File: config.mk
export PLATFORM = sky130hd
export DESIGN_NAME = score_bcd_ctrl_flat
export DESIGN_NICKNAME = d
export VERILOG_FILES = /design/src/rtl/score_bcd_if.sv /design/src/rtl/score_bcd_ctrl.sv /design/src/flat_wrapper.sv
export SDC_FILE = /design/constraint.sdc
export NUM_CORES = 1
export LEC_CHECK = 0
export CORE_MARGIN = 2
export CORE_UTILIZATION = 58
export CTS_BUF_LIST = sky130_fd_sc_hd__clkbuf_4
export DETAILED_ROUTE_END_ITERATION = 8
export PLACE_DENSITY_LB_ADDON = 0.08
export SYNTH_ARGS = -nofsm -noshare
export SYNTH_HDL_FRONTEND = slang
export SYNTH_SLANG_ARGS = --single-unit
File: constraint.sdc
create_clock -name clk -period 2.6 [get_ports clk]
set_input_delay 0.39 -clock clk [delete_from_list [all_inputs] [get_ports clk]]
set_output_delay 0.39 -clock clk [all_outputs]
set_load 0.03 [all_outputs]
File: src/rtl/score_bcd_if.sv
// score_bcd_if: score/refresh request side and published BCD digit side of the score display path.
interface score_bcd_if #(parameter int SCORE_W = 16, parameter int DIGITS = 5);
  logic [SCORE_W-1:0]  score_in;
  logic                refresh;
  logic [4*DIGITS-1:0] digits;
  logic [DIGITS-1:0]   blank_mask;
  logic                digits_valid;
  logic                busy;
  logic                done;
  modport master(output score_in, refresh, input digits, blank_mask, digits_valid, busy, done);
  modport slave(input score_in, refresh, output digits, blank_mask, digits_valid, busy, done);
endinterface

File: src/rtl/score_bcd_ctrl.sv
// score_bcd_ctrl: multi-cycle double-dabble converter publishing stable BCD score digits and a leading-zero mask.
module score_bcd_ctrl #(
  parameter int SCORE_W = 16,
  parameter int DIGITS  = 5
) (
  input logic clk,
  input logic rst_n,
  score_bcd_if.slave bus
);
  localparam int CW = $clog2(SCORE_W);
  typedef enum logic [1:0] {IDLE, SHIFT, DONE} state_t;
  state_t              state;
  logic [SCORE_W-1:0]  last_score, bin_sr;
  logic [4*DIGITS-1:0] bcd, adj;
  logic [DIGITS-1:0]   mask;
  logic [CW-1:0]       cnt;
  logic                pending;
  logic                start;
  assign start = (state == IDLE) && ((bus.score_in != last_score) || pending || bus.refresh);
  always_comb begin
    adj = bcd;
    for (int i = 0; i < DIGITS; i++)
      adj[4*i+:4] = (bcd[4*i+:4] >= 4'd5) ? bcd[4*i+:4] + 4'd3 : bcd[4*i+:4];
  end
  // A digit blanks only if it and every more significant digit are zero; units never blank.
  always_comb begin
    mask = '0;
    mask[DIGITS-1] = (bcd[4*(DIGITS-1)+:4] == 4'd0);
    for (int i = DIGITS - 2; i > 0; i--)
      mask[i] = mask[i+1] && (bcd[4*i+:4] == 4'd0);
    mask[0] = 1'b0;
  end
  always_ff @(posedge clk or negedge rst_n) begin
    if (!rst_n) begin
      state            <= IDLE;
      last_score       <= '0;
      bin_sr           <= '0;
      bcd              <= '0;
      cnt              <= '0;
      pending          <= 1'b1;
      bus.digits       <= '0;
      bus.blank_mask   <= {{(DIGITS-1){1'b1}}, 1'b0};
      bus.digits_valid <= 1'b0;
      bus.busy         <= 1'b0;
      bus.done         <= 1'b0;
    end else begin
      bus.done <= 1'b0;
      if (state != IDLE && bus.refresh) pending <= 1'b1;
      case (state)
        IDLE: if (start) begin
          last_score <= bus.score_in;
          bin_sr     <= bus.score_in;
          bcd        <= '0;
          cnt        <= '0;
          pending    <= 1'b0;
          bus.busy   <= 1'b1;
          state      <= SHIFT;
        end
        SHIFT: begin
          bcd    <= {adj[4*DIGITS-2:0], bin_sr[SCORE_W-1]};
          bin_sr <= bin_sr << 1;
          cnt    <= cnt + 1'b1;
          state  <= (cnt == CW'(SCORE_W - 1)) ? DONE : SHIFT;
        end
        DONE: begin
          bus.digits       <= bcd;
          bus.blank_mask   <= mask;
          bus.digits_valid <= 1'b1;
          bus.done         <= 1'b1;
          bus.busy         <= 1'b0;
          state            <= IDLE;
        end
        default: state <= IDLE;
      endcase
    end
  end
endmodule

File: src/flat_wrapper.sv
// flat-port wrapper written by rule: the top's interface ports become plain ports
module score_bcd_ctrl_flat 
#(
  parameter int SCORE_W = 16,
  parameter int DIGITS  = 5
)
  (clk, rst_n, bus_score_in, bus_refresh, bus_digits, bus_blank_mask, bus_digits_valid, bus_busy, bus_done);
  score_bcd_if #(.SCORE_W(SCORE_W), .DIGITS(DIGITS)) bus_i ();
  input logic clk;
  input logic rst_n;
  input wire logic [$bits(bus_i.score_in)-1:0] bus_score_in;
  input wire logic [$bits(bus_i.refresh)-1:0] bus_refresh;
  output wire logic [$bits(bus_i.digits)-1:0] bus_digits;
  output wire logic [$bits(bus_i.blank_mask)-1:0] bus_blank_mask;
  output wire logic [$bits(bus_i.digits_valid)-1:0] bus_digits_valid;
  output wire logic [$bits(bus_i.busy)-1:0] bus_busy;
  output wire logic [$bits(bus_i.done)-1:0] bus_done;
  assign bus_i.score_in = bus_score_in;
  assign bus_i.refresh = bus_refresh;
  assign bus_digits = bus_i.digits;
  assign bus_blank_mask = bus_i.blank_mask;
  assign bus_digits_valid = bus_i.digits_valid;
  assign bus_busy = bus_i.busy;
  assign bus_done = bus_i.done;
  score_bcd_ctrl #(.SCORE_W(SCORE_W), .DIGITS(DIGITS)) u_core (.clk(clk), .rst_n(rst_n), .bus(bus_i));
endmodule
# Word level (Yosys, flattened, before mapping)
# Index checks and enable logic that the tools add are counted.
# op_classes
add_sub_neg,6
mul,0
div,0
n_lt_le_gt_ge,5
n_eq_ne,5
shifts,0
n_mux,20
bitwise,0
reduce_logical,18
# op_table
operator,count
$pmux 20 s2,1
$pmux 16 s2,1
$ge 4x3->1 const B,5
$mux 20,1
$mux 4,5
$add 4x2->4 const B,4
$logic_not 4->1,4
$mux 16,1
$ne 16x16->1,1
$pmux 4 s2,1
$reduce_and 2->1,3
$reduce_bool 2->1,3
$logic_and 1x1->1,5
$mux 1,5
$add 4x1->4 const B,1
$eq 4x4->1 const B,1
$mux 2,2
$pmux 2 s2,1
$add 3x2->3 const B,1
$mux 3,1
$eq 2x1->1 const B,1
$eq 2x2->1 const B,1
$logic_not 2->1,1
$logic_or 1x1->1,2
other kinds (2),2
# word_totals
regBits,86
latch_bits,0
ramBits,0
mem_bits_ro,0
inputBits,19
output_inout_bits,28
elab_cells,65
memories,0

# Depth between registers and ports, before layout
# depth
word_depth,6
ltp_mapped,7
mapped_depth_nobuf,7

# Worst setup path before layout
# Ideal clock, no wire load.
# synth_path
path_type,input port to flip-flop
from,input bus_score_in[15]
to,register u_core.last_score[10]
setup_time_ps,125
t_arrival_ps,1789
t_required_ps,2475
path_slack_ps,687
stages,6
path_buffers,1
cell_sequence,xor2_1 > nor4_1 > nand3_1 > o21ai_2 > buf_4 > mux2_2
# synth_between
elab_chain_cells,5
# synth_lines
element,line_no,rtl
start: declaration,flat_wrapper.sv:11,input wire logic [$bits(bus_i.score_in)-1:0] bus_score_in;
$ne 16x16->1,score_bcd_ctrl.sv:19,assign start = (state == IDLE) && ((bus.score_in != last_score) || pending || bus.refresh);
$logic_or 1x1->1 (2 in a row),score_bcd_ctrl.sv:19,
$logic_and 1x1->1,score_bcd_ctrl.sv:19,
$reduce_and 2->1 (no source line),--,
end signal: assignment,score_bcd_ctrl.sv:51,last_score <= bus.score_in;
end: declaration,score_bcd_ctrl.sv:13,"logic [SCORE_W-1:0] last_score, bin_sr;"
# Every way passes these cells.
# A chain may end at the register's enable or synchronous reset.

# Final worst setup path
# layout_path
from,input bus_score_in[13]
to,register u_core.last_score[15]
# Same word-level chain as after synthesis.

==> run metrics <==
CTS tree done; initial antenna violation count 0; maximum vdd drop 0.573 mV; final RePlAce weighted congestion 0.801; Final Hold Viols 0; routed vias/inst 5.43; Routed Antenna Nets 0; Root Buffer Master clkbuf_4; clock-pin slew on the worst setup and hold paths 0.12 ns; DR pass1 iterations 4; ys flop type dfrtp_1; I/O pins 47; Sink Count 86; Final Cycle Share 0.829; final wirelength 7.74 mm; total grt overflow 0; endpoint class of the critical path flop; Final min period 2.16 ns; vias in the first global route 2754; max frequency 0.464 GHz; crit path kind in -> reg; sequential-to-total area share from yosys stat 0.528; Die Width 87.9 µm; asr flop ratio synth 1.00; first-pass GRT wire length 13.1 mm; number of synthesized flops with an enable pin 0; status completed; Row Count 30; Cell Pwr Density 1210 nW/µm²; Critical Path Fanout Max 13; Post-synth top cells 81 x dfrtp_1, 57 x mux2_2, 36 x nand2_1, 26 x o21ai_0, 19 x a22o_1; dominant cell type by area after synthesis dfrtp_1; nets@finish 437; max-cap viol count 0; Power, Total 6.00 mW; top-count cell post-synth dfrtp_1; Port Buffer Count 45; flops & latches, synth 86; Via Count 2740; CTS max path bufs 2; die footprint 7730 µm²; Syn. warnings 0; initial core utilization 0.601; DR iter-0 viols 157; Pleak 2.25 nW; Critical Path RT 2.91 ns; wire per inst 15.3 µm; max-slew violations 0; slowest library cell on the worst path clkdlybuf4s50_1; Die H 87.9 µm; Synth Area per Inst 11.8 µm²; endpoints failing setup 0; crit-path max cell delay 0.43 ns; Slew @ Worst Pin 0.544 ns; CTS Buf Count 9; CP Launch Type input port; gr usage total 0.223; area added between synthesis and finish 21.2%; Slew headroom 0.636; Layout Skew 0.0142 ns; share of the synthesized area in the top cell type 0.496; Synth cell types 34; setup TNS 0 ns; RSZ-0062 raised after global routing no; crit-path cells clkdlybuf4s50_1 > xor2_1 > nor4_1 > buf_4 > nand3_1 > o21ai_2 > buf_12 > mux2_2; HPWL after detailed placement 5.50 mm; # resized after CTS 0; Core ar. 6790 µm²; # H-tree levels 3; post-synthesis cell count 345; Remaining DRCs 0; Cell Area, Synth 4080 µm²; layout cell share with drive strength beyond 1 0.240; synth top area cells dfrtp_1 50%, mux2_2 16%, ha_1 4.3%; largest net degree at the start of global routing 48; hold crit path type in -> async; CP arrival 2.47 ns; syn_nets 378; Worst-Skew Late Latency 0.43 ns; number of diodes 0
-- cells by family (layout without fill, tap and decap cells) --
group,after synthesis,after routing,synth area share
buf+inv,28,92,0.0322
other cells,1,1,0.000918
xor+xnor,21,21,0.0450
mux,59,59,0.162
fa+ha+maj,14,14,0.0429
simple gates,73,73,0.0824
flops,86,86,0.528
compound gates,63,63,0.106
-- cell type report --
class | count | area (µm²)
clock buffers | 11 | 82.6
well taps | 96 | 120
fillers | 509 | 1840
flip-flops and latches | 86 | 2160
inverters | 13 | 48.8
repair buffers | 63 | 648
multi-input cells | 231 | 1790
clock inverters | 5 | 98.8
-- per-layer routing --
layer / GRT usage / part of all wire
met5: 0 / 0
met4: 0.0923 / 0.019
met3: 0.0349 / 0.024
met2: 0.367 / 0.50
met1: 0.295 / 0.45
-- flip-flops by register name (all words and copies together) (netlist names) --
register / count
u_core.bin_sr: 16
u_core.bus.digits: 20
u_core.pending: 1
u_core.bus.digits_valid: 1
u_core.cnt: 4
u_core.bus.blank_mask: 4
u_core.state: 2
u_core.bus.busy: 1
u_core.bcd: 20
u_core.last_score: 16
u_core.bus.done: 1
-- critical path, delay by kind of cell --
family,cells,cell delay [ns]
and+or+nand+nor,2,0.45
buffers and inverters,3,0.78
muxes,1,0.35
xor gates and xnor gates,1,0.18
AOI/OAI and AO/OA,1,0.31
-- worst paths after layout --
path                                                      start                                    to  slack (ns)  cells after the start
max                                            bus_score_in[13]     u_core.last_score[15]$_DFFE_PN0P_        0.44                      8
min in group clk           u_core.bus.blank_mask[2]$_DFFE_PN1P_  u_core.bus.blank_mask[2]$_DFFE_PN1P_        0.47                      2
min reg2reg                u_core.bus.blank_mask[2]$_DFFE_PN1P_  u_core.bus.blank_mask[2]$_DFFE_PN1P_        0.47                      2
max in group asynchronous                                 rst_n              u_core.pending$_DFF_PN1_        1.48                      3
max reg2reg                   u_core.last_score[13]$_DFFE_PN0P_     u_core.last_score[15]$_DFFE_PN0P_        0.46                      7
min                                                       rst_n     u_core.bus.digits[10]$_DFFE_PN0P_        0.46                      2
-- report_power, final --
group | internal, mW | switching [mW]
logic | 1.38 | 1.28
registers | 1.94 | 0.474
clock network | 0.505 | 0.434
total | 3.82 | 2.18
-- placed cells by master (no fill, tap or decap), types with 3 or more instances in the layout --
master / n
ha_1: 14
o21ai_0: 26
nor3_1: 3
xnor2_1: 6
nand2_1: 36
buf_4: 13
buf_12: 5
a22o_1: 19
nand2b_1: 8
dfrtp_1: 81
mux2_2: 57
dfstp_2: 5
clkbuf_4: 11
xor2_1: 15
nor3b_1: 4
inv_1: 13
nor2_1: 11
bufinv_16: 3
clkdlybuf4s50_1: 44
a21oi_1: 9
o2bb2ai_1: 4
nor4_1: 3
nand3_1: 5
-- what timing repair did --
action / CTS / global route
hold buffers: 1 / 0
setup buffers: 0 / 0
endpoints found under the hold margin: 35 / 0
setup endpoints to repair: 0 / 0
-- metrics by stage --
step / utilization / setup slack [ns] / area [µm²] / hold WS, ns / instances
after floorplan: - / 0.687 / 4080 / 0.0944 / 345
after global placement: 0.701 / 0.0502 / 4760 / 0.397 / 488
after detailed placement: 0.701 / 0.0176 / 4760 / 0.399 / 488
after CTS: 0.729 / 0.455 / 4950 / 0.470 / 505
after global routing: 0.729 / 0.338 / 4950 / 0.508 / 505
final: 0.729 / 0.444 / 4950 / 0.461 / 505
Note: power is estimated with default switching activity, not from simulation.
